### config.mk
export PLATFORM = sky130hd
export DESIGN_NAME = hart_mem_arbiter_flat
export DESIGN_NICKNAME = d
export VERILOG_FILES = /design/src/rtl/hart_mem_arbiter_pkg.sv /design/src/rtl/hart_mem_arbiter_if.sv /design/src/rtl/hart_mem_arbiter_rr_arb2.sv /design/src/rtl/hart_mem_arbiter.sv /design/src/flat_wrapper.sv
export SDC_FILE = /design/constraint.sdc
export NUM_CORES = 1
export LEC_CHECK = 0
export ABC_AREA = 1
export CORE_AREA = 2 2 111 113
export DETAILED_ROUTE_END_ITERATION = 8
export DIE_AREA = 0 0 113 115
export PLACE_DENSITY = 0.61
export SLEW_MARGIN = 20
export SYNTH_ARGS = -nofsm -noshare
export SYNTH_HDL_FRONTEND = slang
export SYNTH_HIERARCHICAL = 1
export SYNTH_SLANG_ARGS = --single-unit
### constraint.sdc
create_clock -name clk -period 1.6 [get_ports clk]
set_input_delay 0.24 -clock clk [delete_from_list [all_inputs] [get_ports clk]]
set_output_delay 0.24 -clock clk [all_outputs]
set_load 0.01 [all_outputs]
### src/rtl/hart_mem_arbiter_pkg.sv
// hart_mem_arbiter_pkg
//   Shared types for the hart memory arbiter slice.
//   owner_e   : which hart port owns an access (fetch or data)
//   mem_req_t : one memory access request (address, byte mask, write data)
//   other_owner() : the port opposite to a given owner (round-robin helper)
package hart_mem_arbiter_pkg;

  localparam int MEM_ADDR_W = 32;
  localparam int MEM_DATA_W = 32;

  // Bit positions used on the two-bit request/grant vectors.
  localparam int IDX_IFETCH = 0;
  localparam int IDX_DATA   = 1;

  typedef enum logic {
    OWN_IFETCH = 1'b0,
    OWN_DATA   = 1'b1
  } owner_e;

  typedef struct packed {
    logic [MEM_ADDR_W-1:0]   addr;
    logic [MEM_DATA_W/8-1:0] wmask;
    logic [MEM_DATA_W-1:0]   wdata;
  } mem_req_t;

  function automatic owner_e other_owner(input owner_e o);
    return (o == OWN_IFETCH) ? OWN_DATA : OWN_IFETCH;
  endfunction

endpackage

### src/rtl/hart_mem_arbiter_if.sv
// hart_mem_arbiter_if
//   Bundles the fetch port (i_*), data port (d_*) and SRAM port (m_*) of the
//   hart memory arbiter.
//   modport slave  : arbiter view (takes hart requests, drives the memory)
//   modport master : environment view (hart plus SRAM model)
interface hart_mem_arbiter_if #(
  parameter int ADDR_W = 32,
  parameter int DATA_W = 32
);

  logic                  i_req;
  logic [ADDR_W-1:0]     i_addr;
  logic                  i_gnt;
  logic                  i_rvalid;
  logic [DATA_W-1:0]     i_rdata;

  logic                  d_req;
  logic [ADDR_W-1:0]     d_addr;
  logic [DATA_W/8-1:0]   d_wmask;
  logic [DATA_W-1:0]     d_wdata;
  logic                  d_gnt;
  logic                  d_rvalid;
  logic [DATA_W-1:0]     d_rdata;

  logic                  m_en;
  logic                  m_gnt;
  logic [ADDR_W-1:0]     m_addr;
  logic [DATA_W/8-1:0]   m_wmask;
  logic [DATA_W-1:0]     m_wdata;
  logic [DATA_W-1:0]     m_rdata;

  modport slave (
    input  i_req, i_addr, d_req, d_addr, d_wmask, d_wdata, m_gnt, m_rdata,
    output i_gnt, i_rvalid, i_rdata, d_gnt, d_rvalid, d_rdata,
           m_en, m_addr, m_wmask, m_wdata
  );

  modport master (
    output i_req, i_addr, d_req, d_addr, d_wmask, d_wdata, m_gnt, m_rdata,
    input  i_gnt, i_rvalid, i_rdata, d_gnt, d_rvalid, d_rdata,
           m_en, m_addr, m_wmask, m_wdata
  );

endinterface

### src/rtl/hart_mem_arbiter_rr_arb2.sv
// rr_arb2
//   Two-requester round-robin arbiter. A sole requester always wins; when both
//   request, the one that did not win the last accepted access wins.
//   clk, rst : clock, asynchronous active-low reset
//   req[1:0] : requests (bit 0 fetch, bit 1 data)
//   advance  : the current winner's access was accepted this cycle
//   gnt[1:0] : one-hot winner (not qualified by advance)
module rr_arb2
  import hart_mem_arbiter_pkg::*;
(
  input  logic       clk,
  input  logic       rst,
  input  logic [1:0] req,
  input  logic       advance,
  output logic [1:0] gnt
);

  owner_e last_q;
  owner_e last_d;
  owner_e winner;

  // The previous winner is the only state; it moves only on an accepted
  // access, so the winner stays fixed while the memory stalls.
  always_ff @(posedge clk or negedge rst) begin
    if (!rst) begin
      last_q <= OWN_IFETCH;
    end else begin
      last_q <= last_d;
    end
  end

  // Pick the winner and work out the next value of the previous-winner state.
  always_comb begin
    winner = OWN_IFETCH;
    gnt    = 2'b00;
    last_d = last_q;
    case (req)
      2'b01:   winner = OWN_IFETCH;
      2'b10:   winner = OWN_DATA;
      2'b11:   winner = other_owner(last_q);
      default: winner = OWN_IFETCH;
    endcase
    if (req != 2'b00) begin
      gnt[IDX_IFETCH] = (winner == OWN_IFETCH);
      gnt[IDX_DATA]   = (winner == OWN_DATA);
      if (advance) begin
        last_d = winner;
      end
    end
  end

endmodule

### src/rtl/hart_mem_arbiter.sv
// hart_mem_arbiter
//   Shares one single-ported synchronous SRAM between the hart's fetch and data
//   ports with fair round-robin arbitration, and routes the 1-cycle-latency
//   read data back to the port that owns each access.
//   clk, rst     : clock, asynchronous active-low reset
//   bus          : fetch, data and SRAM ports (hart_mem_arbiter_if.slave)
//   conflict_cnt : saturating count of cycles where both ports request
module hart_mem_arbiter
  import hart_mem_arbiter_pkg::*;
#(
  parameter int ADDR_W = 32,
  parameter int DATA_W = 32,
  parameter int CNT_W  = 16
) (
  input  logic                  clk,
  input  logic                  rst,
  hart_mem_arbiter_if.slave     bus,
  output logic [CNT_W-1:0]      conflict_cnt
);

  logic [1:0] arb_gnt;
  logic       win_data;
  logic       accepted;
  logic       resp_vld_q;
  owner_e     owner_q;

  rr_arb2 u_arb (
    .clk     (clk),
    .rst     (rst),
    .req     ({bus.d_req, bus.i_req}),
    .advance (bus.m_gnt),
    .gnt     (arb_gnt)
  );

  // Route the winning request to the memory. Grants are purely a function of
  // requests, m_gnt and the arbiter state, never of m_rdata.
  always_comb begin
    win_data    = arb_gnt[IDX_DATA];
    accepted    = (bus.i_req | bus.d_req) & bus.m_gnt;
    bus.m_en    = bus.i_req | bus.d_req;
    bus.m_addr  = win_data ? bus.d_addr[ADDR_W-1:0] : bus.i_addr[ADDR_W-1:0];
    bus.m_wmask = win_data ? bus.d_wmask : '0;
    bus.m_wdata = win_data ? bus.d_wdata : '0;
    bus.i_gnt   = arb_gnt[IDX_IFETCH] & bus.m_gnt;
    bus.d_gnt   = arb_gnt[IDX_DATA] & bus.m_gnt;
  end

  // Remember who owns the access accepted last cycle so the returning data
  // lands on the right port; reset discards anything in flight.
  always_ff @(posedge clk or negedge rst) begin
    if (!rst) begin
      resp_vld_q <= 1'b0;
      owner_q    <= OWN_IFETCH;
    end else begin
      resp_vld_q <= accepted;
      if (accepted) begin
        owner_q <= win_data ? OWN_DATA : OWN_IFETCH;
      end
    end
  end

  // Response steering; read data is shared and qualified by the rvalids.
  always_comb begin
    bus.i_rvalid = resp_vld_q & (owner_q == OWN_IFETCH);
    bus.d_rvalid = resp_vld_q & (owner_q == OWN_DATA);
    bus.i_rdata  = bus.m_rdata;
    bus.d_rdata  = bus.m_rdata;
  end

  // Contention statistic; holds at all-ones instead of wrapping.
  always_ff @(posedge clk or negedge rst) begin
    if (!rst) begin
      conflict_cnt <= '0;
    end else if (bus.i_req && bus.d_req && (conflict_cnt != '1)) begin
      conflict_cnt <= conflict_cnt + 1'b1;
    end
  end

  // A requester must hold its request and payload until it is granted.
  a_i_hold : assert property (@(posedge clk) disable iff (!rst)
    (bus.i_req && !bus.i_gnt) |=> (bus.i_req && $stable(bus.i_addr)));
  a_d_hold : assert property (@(posedge clk) disable iff (!rst)
    (bus.d_req && !bus.d_gnt) |=> (bus.d_req && $stable(bus.d_addr)
                                   && $stable(bus.d_wmask) && $stable(bus.d_wdata)));

endmodule

### src/flat_wrapper.sv
// flat-port wrapper written by rule: the top's interface ports become plain ports
module hart_mem_arbiter_flat import hart_mem_arbiter_pkg::*;
#(
  parameter int ADDR_W = 32,
  parameter int DATA_W = 32,
  parameter int CNT_W  = 16
)
  (clk, rst, conflict_cnt, bus_i_req, bus_i_addr, bus_d_req, bus_d_addr, bus_d_wmask, bus_d_wdata, bus_m_gnt, bus_m_rdata, bus_i_gnt, bus_i_rvalid, bus_i_rdata, bus_d_gnt, bus_d_rvalid, bus_d_rdata, bus_m_en, bus_m_addr, bus_m_wmask, bus_m_wdata);
  hart_mem_arbiter_if #(.ADDR_W(ADDR_W), .DATA_W(DATA_W)) bus_i ();
  input  logic clk;
  input  logic rst;
  output logic [CNT_W-1:0] conflict_cnt;
  input wire logic [$bits(bus_i.i_req)-1:0] bus_i_req;
  input wire logic [$bits(bus_i.i_addr)-1:0] bus_i_addr;
  input wire logic [$bits(bus_i.d_req)-1:0] bus_d_req;
  input wire logic [$bits(bus_i.d_addr)-1:0] bus_d_addr;
  input wire logic [$bits(bus_i.d_wmask)-1:0] bus_d_wmask;
  input wire logic [$bits(bus_i.d_wdata)-1:0] bus_d_wdata;
  input wire logic [$bits(bus_i.m_gnt)-1:0] bus_m_gnt;
  input wire logic [$bits(bus_i.m_rdata)-1:0] bus_m_rdata;
  output wire logic [$bits(bus_i.i_gnt)-1:0] bus_i_gnt;
  output wire logic [$bits(bus_i.i_rvalid)-1:0] bus_i_rvalid;
  output wire logic [$bits(bus_i.i_rdata)-1:0] bus_i_rdata;
  output wire logic [$bits(bus_i.d_gnt)-1:0] bus_d_gnt;
  output wire logic [$bits(bus_i.d_rvalid)-1:0] bus_d_rvalid;
  output wire logic [$bits(bus_i.d_rdata)-1:0] bus_d_rdata;
  output wire logic [$bits(bus_i.m_en)-1:0] bus_m_en;
  output wire logic [$bits(bus_i.m_addr)-1:0] bus_m_addr;
  output wire logic [$bits(bus_i.m_wmask)-1:0] bus_m_wmask;
  output wire logic [$bits(bus_i.m_wdata)-1:0] bus_m_wdata;
  assign bus_i.i_req = bus_i_req;
  assign bus_i.i_addr = bus_i_addr;
  assign bus_i.d_req = bus_d_req;
  assign bus_i.d_addr = bus_d_addr;
  assign bus_i.d_wmask = bus_d_wmask;
  assign bus_i.d_wdata = bus_d_wdata;
  assign bus_i.m_gnt = bus_m_gnt;
  assign bus_i.m_rdata = bus_m_rdata;
  assign bus_i_gnt = bus_i.i_gnt;
  assign bus_i_rvalid = bus_i.i_rvalid;
  assign bus_i_rdata = bus_i.i_rdata;
  assign bus_d_gnt = bus_i.d_gnt;
  assign bus_d_rvalid = bus_i.d_rvalid;
  assign bus_d_rdata = bus_i.d_rdata;
  assign bus_m_en = bus_i.m_en;
  assign bus_m_addr = bus_i.m_addr;
  assign bus_m_wmask = bus_i.m_wmask;
  assign bus_m_wdata = bus_i.m_wdata;
  hart_mem_arbiter #(.ADDR_W(ADDR_W), .DATA_W(DATA_W), .CNT_W(CNT_W)) u_core (.clk(clk), .rst(rst), .bus(bus_i), .conflict_cnt(conflict_cnt));
endmodule
-- After elaboration in Yosys (flattened, before gate mapping)
Index checks and enable logic that the tools add are counted.
- register bits after elaboration: 19
- latch bits: 0
- memory bits (writable): 0
- ROM bits: 0
- input bits: 137
- output and inout port bits: 153
- word-level logic and storage cells: 27
- memories kept: 0
- add/sub/neg operators: 1
- multipliers: 0
- divide/modulo/power cells: 0
- $lt $le $gt $ge: 0
- equality and inequality tests: 3
- shift-type cells: 0
- multiplexer cells: 7
- bitwise logic cells: 8
- reductions and logical operators: 4
- operators with widths (cell ; count):
    $mux W32 ; 2
    $add A16 B1 Y16 const B ; 1
    $ne A16 B16 Y1 const B ; 1
    $and A1 B1 Y1 ; 5
    $eq A2 B2 Y1 const B ; 2
    $mux W4 ; 1
    $logic_and A1 B1 Y1 ; 2
    $mux W1 ; 2
    $mux W2 ; 1
    $not A1 Y1 ; 2
    $pmux W1 S2 ; 1
    $reduce_and A2 Y1 ; 1
    $reduce_bool A2 Y1 ; 1
    $or A1 B1 Y1 ; 1

-- Logic depth before layout (Yosys ltp)
- depth in word-level cells: 5
- gate-level depth with buffers: 8
- depth with buffers taken out: 8

-- Modules after synthesis
The synthesis kept the hierarchy.
- by module, submodules not included (module ; instances ; cells an instance ; area an instance (sq um) ; seq. area each (sq um)):
    hart_mem_arbiter ; 1 ; 413 ; 2278.4 ; 450.4
    rr_arb2 ; 1 ; 8 ; 60.1 ; 25.0

-- Worst setup path before layout
Ideal clock, no wire load.
- kind: register to output
- start point: register u_core.u_arb.last_q
- end point: output bus_m_wdata[21]
- data arrival time: 1.284 ns
- data required time: 1.360 ns
- setup slack: 0.076 ns
- stages on the path, launching flop included: 7
- buffers on the path: 3
- cell sequence: dfrtp_1 > a21boi_0 > buf_2 > buf_2 > buf_1 > nand2_1 > inv_1
- cells in the longest elaborated chain, start to end: 4
- RTL lines (item ; line ; RTL):
    start, declared ; hart_mem_arbiter_rr_arb2.sv:18 ; owner_e last_q;
    start signal, assigned ; hart_mem_arbiter_rr_arb2.sv:28 ; last_q <= last_d;
    $mux W1 ; hart_mem_arbiter_pkg.sv:27 ; return (o == OWN_IFETCH) ? OWN_DATA : OWN_IFETCH;
    $pmux W1 S2 ; hart_mem_arbiter_rr_arb2.sv:37 ; case (req)
    $mux W2 ; hart_mem_arbiter_rr_arb2.sv:43 ; if (req != 2'b00) begin
    via u_core.arb_gnt[1] ; hart_mem_arbiter.sv:21 ; logic [1:0] arb_gnt;
    $mux W32 ; hart_mem_arbiter.sv:43 ; bus.m_wdata = win_data ? bus.d_wdata : '0;
    end, declared ; flat_wrapper.sv:30 ; output wire logic [$bits(bus_i.m_wdata)-1:0] bus_m_wdata;
The timed path passes the listed nets, and every way through them passes these cells.

-- Worst setup path in the final report
- start point: register u_core.u_arb.last_q
- end point: output bus_m_addr[18]
- cells in the longest elaborated chain, start to end: 4
- RTL lines (item ; line ; RTL):
    $mux W1 ; hart_mem_arbiter_pkg.sv:27 ;
    $pmux W1 S2 ; hart_mem_arbiter_rr_arb2.sv:37 ;
    $mux W2 ; hart_mem_arbiter_rr_arb2.sv:43 ;
    via u_core.arb_gnt[1] ; hart_mem_arbiter.sv:21 ;
    $mux W32 ; hart_mem_arbiter.sv:41 ; bus.m_addr = win_data ? bus.d_addr[ADDR_W-1:0] : bus.i_addr[ADDR_W-1:0];
    end, declared ; flat_wrapper.sv:28 ; output wire logic [$bits(bus_i.m_addr)-1:0] bus_m_addr;
The timed path passes the listed nets, and every way through them passes these cells.

==> results.yml <==
global_routing:
  grt_pass1_wl_um: 15700
  overflow: 0
  grt_max_degree: 22
  grt_pass1_vias: 2931
  antenna_found_initial: 1
  grtUsageTotal_pct: 15.4
floorplan:
  core-area_um2: 11800
  dieArea_um2: 13000
  initial_utilization_pct: 19.8
  dieWidth_um: 113
  ios: 290
  die_h_um: 115
  rows: 40
synthesis:
  synth_cell_types: 25
  synth_most_common_cell: "nand2_1"
  netlist_instances: 421
  syn_area_per_cell_um2: 5.55
  yosysTopAreaCell: "nand2_1"
  synth_fp_nets: 559
  synthArstFlopShare_pct: 100
  synth_edf_count: 0
  ys_ff_latch: 19
  synth_common_cells: "217 x nand2_1, 64 x buf_4, 55 x inv_1"
  netlist_area_um2: 2340
  yosysSeqAreaShare_pct: 20.3
  synthTopCellsByArea: "nand2_1 35%, buf_4 21%, dfrtp_1 20%"
  yosysWarnings: 6
  synth_flop_cell: "dfrtp_1"
  synth_top_area_share_pct: 34.8
drt:
  drc: 9
  vias_per_cell: 4.13
  met1_length_um: 4430
  dr_wl_met2_um: 5100
  met3_length_um: 1260
  post_drt_wl_per_cell_um: 15.0
  first_pass_iters: 6
  num_vias: 2999
  routed_wl_um: 10900
  drtAntennaViolNets: 0
  top_layer_used: "met5"
  drtIter0Drc: 86
worst_setup_path:
  crit_fanout: 6
  crit_path_end_kind: "output pin"
  rrSetupSlack_ns: 0.14
  cp-startpoint: "u_core/u_arb/last_q$_DFFE_PN0P_"
  reg2reg_to: "u_core/conflict_cnt[11]$_DFFE_PN0P_"
  cp-endpoint: "bus_m_addr[18]"
  reg2regPathDepth: 9
  critical_path_class: "reg2out"
  worstSetupStartpointType: "register"
  r2r-start: "u_core/conflict_cnt[0]$_DFFE_PN0P_"
  required_ns: 1.36
  arrival_ns: 1.59
run:
  drv_cap: 0
place:
  dp_worst_setup_slack_ns: -0.602
  place_area_um2: 4100
  placedCellCount: 704
  io_buffers: 193
  dp_hpwl_um: 7930
  place_congestion: 0.814
timing:
  worst_hold_slack_ns: 0.316
  rsz0062_at_grt: "yes"
  worstMarginPinSlew_ns: 0.322
  fin_ws_ns: -0.233
  setup_viol: 68
  slew_violations: 0
  fin_skew_ns: 0.00514
  setup_tns_ns: -11.25
  hold_viol: 0
  period_minus_slack_ns: 1.83
  clock.fmax_mhz: 546
  slew_headroom_pct: 78.4
  post-route-period-util_pct: 115
outcome:
  failed_checks: "design-rule violations, negative setup slack"
  status: "finished, violations left"
cts:
  tritoncts: "yes"
  cts_buffers: 3
  root_buffer: "clkbuf_16"
  clk_path_buf_depth: 2
  clk_latency_ns: 0.26
  clk_pin_slew_ns: 0.06
  cts.sinks: 19
  cts_max_level: 1
  hold_buffers: 0
finish:
  layout.nets: 718
  n_fill_cell: 1257
  multi_input_area_um2: 1430
  finish.utilization_pct: 39.4
  final_cells: 726
  drive_gt1_share_pct: 34.5
  syn2layout_area_growth_pct: 98.8
  regArea_um2: 479
  fin_area_um2: 4650
  antenna_cells: 0
pwr:
  irDropWorstVdd_mv: 0.261
  powerDensity_nw_per_um2: 578
  power.leakage_nw: 2.49
  power.total_mw: 2.69
hold_path:
  hp-class: "in2async"
## routing by layer
metal / GRT usage (%) / vias to the layer above
met5: 0 / -
met4: 2.44 / 2
met1: 19.2 / 1313
li1: - / 1488
met2: 24.9 / 189
met3: 7.49 / 7
## timing repair
item / in CTS / in global routing
pin swaps: 6 / 9
endpoints found under the setup margin: 73 / 77
gates cloned: 8 / 2
gates resized for setup: 353 / 95
setup buffers: 11 / 4
## layout by cell type (no fill, tap or decap), types with 10 or more instances in the layout
cell and instances:
buf_2 36, nand2_4 25, clkdlybuf4s50_1 118, nand3_1 10
buf_6 33, nand2_2 37, inv_1 39, nand2_1 157
buf_4 16, inv_2 15, dfrtp_1 16, buf_12 10
nor2_1 22
## kinds of logic after synthesis
kind of cell	count (synthesis)	synth area share [%]
simple gates	262	44.7
buf+inv	131	31.4
flops	19	20.3
compound gates	4	1.55
xor+xnor	4	1.50
fa+ha+maj	1	0.535
## how the worst min path moves through the flow
stage	slack, ns	startpoint	cells after the start	to
final	0.32	rst	2	u_core/conflict_cnt[6]$_DFFE_PN0P_
after global routing	0.35	rst	2	u_core/conflict_cnt[6]$_DFFE_PN0P_
after CTS	0.33	rst	2	u_core/conflict_cnt[5]$_DFFE_PN0P_
after detailed placement	0.48	bus_m_rdata[15]	0	bus_i_rdata[15]
after global placement	0.48	bus_m_rdata[15]	0	bus_i_rdata[15]
after floorplan	-0.06	rst	0	u_core/conflict_cnt[0]$_DFFE_PN0P_
## flip-flops by register name, indices dropped and copies added, names as in the netlist
signal / flops
u_core/conflict_cnt: 16
u_core/resp_vld_q: 1
u_core/u_arb/last_q: 1
u_core/owner_q: 1
## critical path: stages, from the launching register on
cell,delay (ns)
dfrtp_1,0.43
a21boi_4,0.19
buf_12,0.13
buf_12,0.13
inv_12,0.05
clkbuf_16,0.17
nand2_2,0.05
nand2_1,0.04
buf_2,0.14
## report_power, final
group / internal (mW) / total [mW] / leakage [nW] / switching (mW)
registers: 0.538 / 0.618 / 0.250 / 0.0800
logic: 0.848 / 1.53 / 2.20 / 0.685
clock network: 0.336 / 0.534 / 0.0409 / 0.198
## layout make-up
class,count,area share (%)
clock inverters,1,0.108
repair buffers,228,48.4
inverters,56,4.84
well taps,147,3.96
multi-input cells,272,30.7
flip-flops and latches,19,10.3
clock buffers,3,1.61
(Power assumes the default switching activity.)
